--- src/rtl/seq_recognizer.sv ---
// ---------------------------------------------------------------------------
// seq_recognizer
//
// Parametrised Mealy sequence recognizer. It watches a qualified stream of
// W-bit symbols. It raises z in the same cycle as the symbol that completes
// the run-time programmed pattern of L symbols. It also keeps a saturating
// count of matches since the last load or reset.
//
// Parameters
//   W        symbol width in bits (>= 1)
//   L        pattern length in symbols (>= 2)
//   OVERLAP  1 = overlapping matches are counted,
//            0 = history is discarded after every match
//   CW       match counter width
//
// Ports
//   clock    in   1      sole clock, all state changes on posedge
//   reset    in   1      synchronous, active-high, highest priority
//   load     in   1      capture pattern on this edge (restarts matching)
//   pattern  in   W*L    symbol k at [k*W +: W], symbol 0 expected first
//   valid    in   1      x carries a symbol this cycle
//   x        in   W      input symbol
//   z        out  1      match, combinational (Mealy)
//   count    out  CW     matches since last load/reset, saturating
//   armed    out  1      a pattern is loaded (FSM in RUN)
// ---------------------------------------------------------------------------
module seq_recognizer #(
    parameter int W       = 2,
    parameter int L       = 4,
    parameter int OVERLAP = 1,
    parameter int CW      = 8
) (
    input  logic           clock,
    input  logic           reset,
    input  logic           load,
    input  logic [W*L-1:0] pattern,
    input  logic           valid,
    input  logic [W-1:0]   x,
    output logic           z,
    output logic [CW-1:0]  count,
    output logic           armed
);

    localparam int HW = (L - 1) * W;
    localparam int FW = $clog2(L);
    localparam logic [FW-1:0] FILL_MAX  = FW'(L - 1);
    localparam logic [CW-1:0] COUNT_MAX = '1;

    typedef enum logic {
        IDLE,
        RUN
    } state_t;

    state_t         state;
    logic [W*L-1:0] pat;
    logic [HW-1:0]  hist;
    logic [FW-1:0]  fill;
    logic [HW-1:0]  hist_next;
    logic [FW-1:0]  fill_inc;
    logic           hist_match;
    logic           last_match;

    // History slot i sits at hist[i*W +: W]. This is the same layout as
    // pattern symbol i, so the whole history compares against the low
    // L-1 pattern symbols in one step. The newest symbol enters at the top
    // slot (L-2), and the oldest symbol falls off the bottom.
    generate
        if (L == 2) begin : g_hist_single
            assign hist_next = x;
        end else begin : g_hist_shift
            assign hist_next = {x, hist[HW-1:W]};
        end
    endgenerate

    assign hist_match = (hist == pat[HW-1:0]);
    assign last_match = (x == pat[HW +: W]);

    // The fill counter saturates at L-1. It gates the match so that stale
    // or reset history left over from before a load can never fire.
    assign fill_inc = (fill == FILL_MAX) ? FILL_MAX : fill + 1'b1;

    // The match output is Mealy. It depends on the live valid and x inputs
    // as well as the registered state, so it shows in the completing cycle.
    assign z = (state == RUN) && valid && (fill == FILL_MAX) && hist_match && last_match;

    assign armed = (state == RUN);

    // Control and datapath state. Reset has the highest priority, then load,
    // then valid. A load in RUN drops the symbol presented in that cycle,
    // even when z is high on that cycle.
    always_ff @(posedge clock) begin
        if (reset) begin
            state <= IDLE;
            pat   <= '0;
            hist  <= '0;
            fill  <= '0;
            count <= '0;
        end else begin
            case (state)
                IDLE: begin
                    if (load) begin
                        pat   <= pattern;
                        fill  <= '0;
                        count <= '0;
                        state <= RUN;
                    end
                end
                RUN: begin
                    if (load) begin
                        pat   <= pattern;
                        fill  <= '0;
                        count <= '0;
                    end else if (valid) begin
                        hist <= hist_next;
                        if (z) begin
                            if (count != COUNT_MAX) begin
                                count <= count + 1'b1;
                            end
                            // In non-overlapping mode the completing symbol
                            // must not seed the next match. Restarting the
                            // fill gives the next match a clean start.
                            if (OVERLAP == 0) begin
                                fill <= '0;
                            end else begin
                                fill <= fill_inc;
                            end
                        end else begin
                            fill <= fill_inc;
                        end
                    end
                end
                default: begin
                    state <= IDLE;
                end
            endcase
        end
    end

endmodule

--- config.mk ---
export PLATFORM = sky130hd
export DESIGN_NAME = seq_recognizer
export DESIGN_NICKNAME = d
export VERILOG_FILES = /design/src/rtl/seq_recognizer.sv
export SDC_FILE = /design/constraint.sdc
export NUM_CORES = 1
export LEC_CHECK = 0
export CAP_MARGIN = 20
export CORE_ASPECT_RATIO = 1.2
export CORE_UTILIZATION = 53
export DETAILED_ROUTE_END_ITERATION = 8
export HOLD_SLACK_MARGIN = 0.12
export PLACE_DENSITY = 0.92
export SETUP_SLACK_MARGIN = 0.2
export SKIP_CTS_REPAIR_TIMING = 1
export SYNTH_ARGS = -nofsm -noshare
export SYNTH_HDL_FRONTEND = slang
export SYNTH_SLANG_ARGS = --single-unit
--- constraint.sdc ---
create_clock -name clock -period 3.4 [get_ports clock]
set_input_delay 0.34 -clock clock [delete_from_list [all_inputs] [get_ports clock]]
set_output_delay 0.34 -clock clock [all_outputs]
set_load 0.01 [all_outputs]
==> results of run 1 <==
routing by layer:
metal	vias up	part of all wire [%]	GRT usage [%]
met5	-	0	0
met4	0	2.8	15.7
met3	5	3.3	2.41
met2	32	54	40.7
met1	455	40	25.8
li1	481	-	-
critical path: stages:
cell,delay [ns]
clkdlybuf4s50_1,0.54
nand4_1,0.11
or3_1,0.36
or3_1,0.46
inv_1,0.23
clkdlybuf4s50_1,0.57
report_power, final:
part,leakage (nW),internal [mW],switching [mW]
combinational,0.326,0.0299,0.0203
clock,0.0177,0.0443,0.0914
sequential,0.204,0.301,0.00778
total,0.547,0.375,0.119
area by class of cell:
| class | instances | share of cell area, % |
|---|---|---|
| clock buffer | 3 | 1.63 |
| inverter | 3 | 0.815 |
| timing repair buffer | 23 | 16.7 |
| clock inverter | 1 | 0.362 |
| tap | 19 | 1.72 |
| multi-input combinational | 91 | 42.5 |
| sequential | 25 | 36.3 |
stage by stage:
step / utilization, % / worst slack [ns] / cell area, µm² / hold slack (ns) / total power, mW
3_5_place_dp: 70.7 / 0.466 / 1350 / 0.504 / 0.365
5_1_grt: 72.2 / 0.310 / 1380 / 0.558 / 0.511
3_3_place_gp: 70.7 / 0.522 / 1350 / 0.481 / 0.363
2_1_floorplan: - / 1.48 / 1120 / 0.412 / 0.341
4_1_cts: 72.1 / 0.369 / 1380 / 0.522 / 0.497
6_report: 72.2 / 0.462 / 1380 / 0.521 / 0.494
logic make-up after synthesis:
kind of cell | count (synthesis) | synth area share [%]
compound gates | 19 | 10.5
xor+xnor | 8 | 6.24
fa+ha+maj | 1 | 1.11
buf+inv | 9 | 3.12
flops | 25 | 44.6
mux | 14 | 12.5
simple gates | 49 | 22.0
path summary, 6_finish.rpt:
path	startpoint	end	slack, ns	cells after the start
worst max-delay path	valid	z	0.46	6
worst max register to register	armed	count[2]	1.26	5
worst min register to register	count[1]	count[1]	0.52	2
worst min-delay path	count[1]	count[1]	0.52	2
sequential cells by signal (all words and copies together), names as in the netlist:
register and cells:
hist 6, armed 1, count 8, fill 2
pat 8
cells in the final DEF, fill, tap and decap left out, types with 3 or more instances in the layout:
master	count
mux2i_1	14
a21oi_1	6
a31oi_1	4
dfxtp_1	24
nor2_1	18
xnor2_1	6
clkdlybuf4s50_1	23
clkbuf_4	3
nand3_1	4
nor3_1	3
nand2_1	6
o21ai_0	4
or3_1	4
nand4_1	3
inv_1	3
synthesized netlist by cell type:
master / instances
xnor2_1: 6
or2_2: 1
a31o_2: 1
ha_1: 1
a31oi_1: 4
nor4_1: 2
dfxtp_1: 25
inv_1: 3
and2_1: 1
nand4_1: 3
nor3_1: 3
o21ba_2: 1
nor2b_1: 2
and4b_1: 1
and3_1: 1
and4_1: 1
nand3b_1: 1
o31a_1: 1
nor2_1: 18
or4_1: 1
clkbuf_1: 5
mux2i_1: 14
nand2_1: 6
xor2_1: 2
o21ai_0: 4
nand3_1: 4
a21oi_1: 6
buf_2: 1
o31ai_1: 2
or3_1: 4
==> flow_summary_export.csv, run 1 <==
group,metric,value,unit
layout,drive_gt1_share,5.48,%
sta,fmax,340,MHz
layout,stdcell_count,165,
layout,areaGrowthSynthToFinish,23.1,%
synth,synthesis.area,0.00112,mm²
global_routing,grt_pass1_vias,909,
power_and_ir_drop,p_leak,0.547,nW
synth,synth_top_area_share,44.6,%
layout,fillers,161,
synth,yosysTopAreaCell,"dfxtp_1",
place,io_buffers,23,
place,placed_cells,161,
power_and_ir_drop,p_per_area,358,mW/mm²
drt,drt_iter0_drc,23,
clocking,cts_tree,"yes",
die,dieArea,0.00231,mm²
clocking,clkTransAtPathRegs,0.14,ns
run_status,status,"finished, final reports clean",
synth,yosysWarningCount,0,
drt,detail-route-antenna-nets,0,
clocking,clock-sinks,25,
sta,period_needed,2.94,ns
worst_setup_path,required,3.06,ns
drt,wl_per_cell,13.7,µm
drt,vias_per_cell,5.90,
clocking,cts_root_buf,"clkbuf_4",
worst_hold_path,hold_class,"reg2reg",
synth,yosys-top-cells-area,"dfxtp_1, mux2i_1, nor2_1",
die,start_util,58.6,%
die,die_h,52.4,µm
sta,final.setup.tns,0,ns
worst_setup_path,critical_path.endpoint_type,"output pin",
global_routing,track_usage,23.2,%
global_routing,grt_pass1_wl,3910,µm
clocking,h-tree-depth,1,
synth,synth_cell_types,30,
layout,final_nets,162,
die,core_area,0.00191,mm²
layout,multiInputGateArea,587,µm²
layout,diodes,0,
layout,regArea,502,µm²
die,rows,17,
worst_setup_path,path_max_fanout,11,
sta,tightestPinTransition,0.574,ns
sta,rsz0062_at_grt,"false",
global_routing,antenna_found_initial,0,
clocking,cts_buffer_depth,2,
sta,fin_skew,0.00579,ns
global_routing,gr-total-overflow,0,
die,die_w,44.0,µm
sta,finalSetupViolCount,0,
synth,synth_seq_cells,25,
drt,routed_wl,2260,µm
synth,seq_area_frac_synth,44.6,%
sta,slew_headroom,61.6,%
power_and_ir_drop,vdd_drop_max,345,µV
sta,min_period_over_period,86.4,%
synth,syn-mean-instance-area,8.98,µm²
worst_setup_path,worstSetupPathType,"in2out",
clocking,clk-insertion-delay-late,0.33,ns
place,hpwl,1660,µm
sta,final_max_slew_viol_count,0,
die,num_io_pins,24,
drt,drc_errors,0,
synth,syn-instance-count,125,
place,place.gp.congestion,0.887,
sta,hold_viol_final,0,
worst_setup_path,start_kind,"primary input",
drt,vias,973,
drt,dr.pass1.iters,6,
clocking,numCtsBuffers,3,
synth,synth_fp_nets,140,
global_routing,grt_max_degree,17,
worst_setup_path,critPathArrivalTime,2.60,ns
flow_run,max_cap_violations,0,
(Power assumes the default switching activity.)
==> run 2: changes to the inputs <==
- CORE_ASPECT_RATIO: 1.2 -> default
==> flow_summary_export.csv, run 2 (synthesized netlist as in run 1, its figures left out) <==
group,metric,value,unit
drt,drt_iter0_drc,30,
sta,finalSetupViolCount,0,
clocking,clk-insertion-delay-late,0.32,ns
die,die_h,48.0,µm
power_and_ir_drop,p_per_area,352,mW/mm²
clocking,h-tree-depth,1,
layout,final_common_cell,"dfxtp_1",
layout,mostFrequentLayoutCells,"dfxtp_1, clkdlybuf4s50_1, nor2_1",
clocking,cts_root_buf,"clkbuf_4",
worst_setup_path,critical_path.endpoint_type,"output pin",
power_and_ir_drop,switching_power,0.112,mW
flow_run,max_cap_violations,0,
layout,largestRegisters,"count x8, pat x8, hist x6",
die,die_w,48.0,µm
place,hpwl,1600,µm
drt,vias,966,
die,rows,16,
worst_setup_path,worstSetupPathType,"reg2out",
power_and_ir_drop,internal_power,0.376,mW
worst_hold_path,min_path_cells,2,
drt,vias_per_cell,5.58,
sta,fmax,331,MHz
drt,drc_errors,0,
drt,detail-route-antenna-nets,0,
sta,fin_skew,0.00937,ns
die,core_area,0.00198,mm²
worst_setup_path,r2r_cells,5,
run_status,status,"finished, final reports clean",
power_and_ir_drop,swShare,23.0,%
sta,tightestPinTransition,0.549,ns
worst_setup_path,start_kind,"register",
layout,areaGrowthSynthToFinish,23.7,%
clocking,cts_buffer_depth,2,
power_and_ir_drop,vdd_drop_max,342,µV
power_and_ir_drop,seqPwrFrac,63.1,%
sta,final.setup.tns,0,ns
worst_setup_path,required,3.06,ns
layout,multiInputGateArea,587,µm²
die,dieArea,0.00231,mm²
global_routing,grt_pass1_wl,3270,µm
place,io_buffers,23,
worst_setup_path,critPathArrivalTime,2.68,ns
power_and_ir_drop,pwr-share-comb,10.0,%
layout,drive_gt1_share,4.11,%
layout,diodes,0,
clocking,clkTransAtPathRegs,0.13,ns
worst_hold_path,hold_class,"reg2reg",
power_and_ir_drop,clkPwrFrac,26.9,%
global_routing,grt_pass1_vias,804,
place,place.gp.congestion,0.797,
global_routing,antenna_found_initial,0,
drt,routed_wl,2080,µm
sta,period_needed,3.02,ns
die,num_io_pins,24,
sta,hold_viol_final,0,
power_and_ir_drop,p_leak,0.545,nW
sta,slew_headroom,63.3,%
global_routing,track_usage,20.2,%
place,placed_cells,169,
drt,wl_per_cell,12.0,µm
sta,min_period_over_period,88.8,%
sta,rsz0062_at_grt,"false",
global_routing,grt_max_degree,17,
worst_setup_path,path_max_fanout,14,
clocking,numCtsBuffers,3,
clocking,clock-sinks,25,
layout,final_nets,162,
sta,final_max_slew_viol_count,0,
layout,fillers,167,
global_routing,gr-total-overflow,0,
die,start_util,56.6,%
clocking,cts_tree,"yes",
layout,stdcell_count,173,
drt,dr.pass1.iters,4,
layout,regArea,500,µm²
## run 2: layout make-up
type | count | share of cell area, %
Clock buffer | 4 | 1.89
Inverter | 3 | 0.811
Multi-Input combinational cell | 91 | 42.3
Sequential cell | 25 | 36.0
Tap cell | 27 | 2.43
Timing Repair Buffer | 23 | 16.6
## run 2: metrics by stage
| step | hold WS, ns | util (%) | total power, mW | worst slack (ns) | cell area (µm²) |
|---|---|---|---|---|---|
| after floorplan | 0.412 | - | 0.341 | 1.48 | 1120 |
| after global placement | 0.478 | 68.8 | 0.362 | 0.519 | 1360 |
| after detailed placement | 0.500 | 68.8 | 0.364 | 0.453 | 1360 |
| after CTS | 0.527 | 70.1 | 0.489 | 0.380 | 1390 |
| after global routing | 0.552 | 70.1 | 0.508 | 0.237 | 1390 |
| final | 0.527 | 70.1 | 0.488 | 0.379 | 1390 |
## run 2: critical path: stages, from the launching register on
cell and delay [ns]:
dfxtp_1 0.59, nand4_1 0.13, or3_1 0.36, or3_1 0.46, inv_1 0.24, clkdlybuf4s50_1 0.57
## run 2: power groups by stage
stage	sequential, mW	combinational, mW	clock [mW]
CTS	0.308	0.0498	0.131
floorplan	0.312	0.0290	0
detailed placement	0.315	0.0497	0
finish	0.308	0.0491	0.131
global route	0.310	0.0549	0.144
global placement	0.314	0.0482	0
## run 2: final timing paths
path            start  endpoint  slack, ns
max             armed         z       0.38
min          count[4]  count[4]       0.53
max reg2reg     armed  count[2]       1.09
min reg2reg  count[4]  count[4]       0.53
## run 2: routing by layer
layer	up-vias	track usage (%)	share of wire [%]
met2	34	37.3	51
li1	482	-	-
met1	448	23.3	44
met3	2	3.40	4.3
met4	0	6.67	0.96
met5	-	0	0
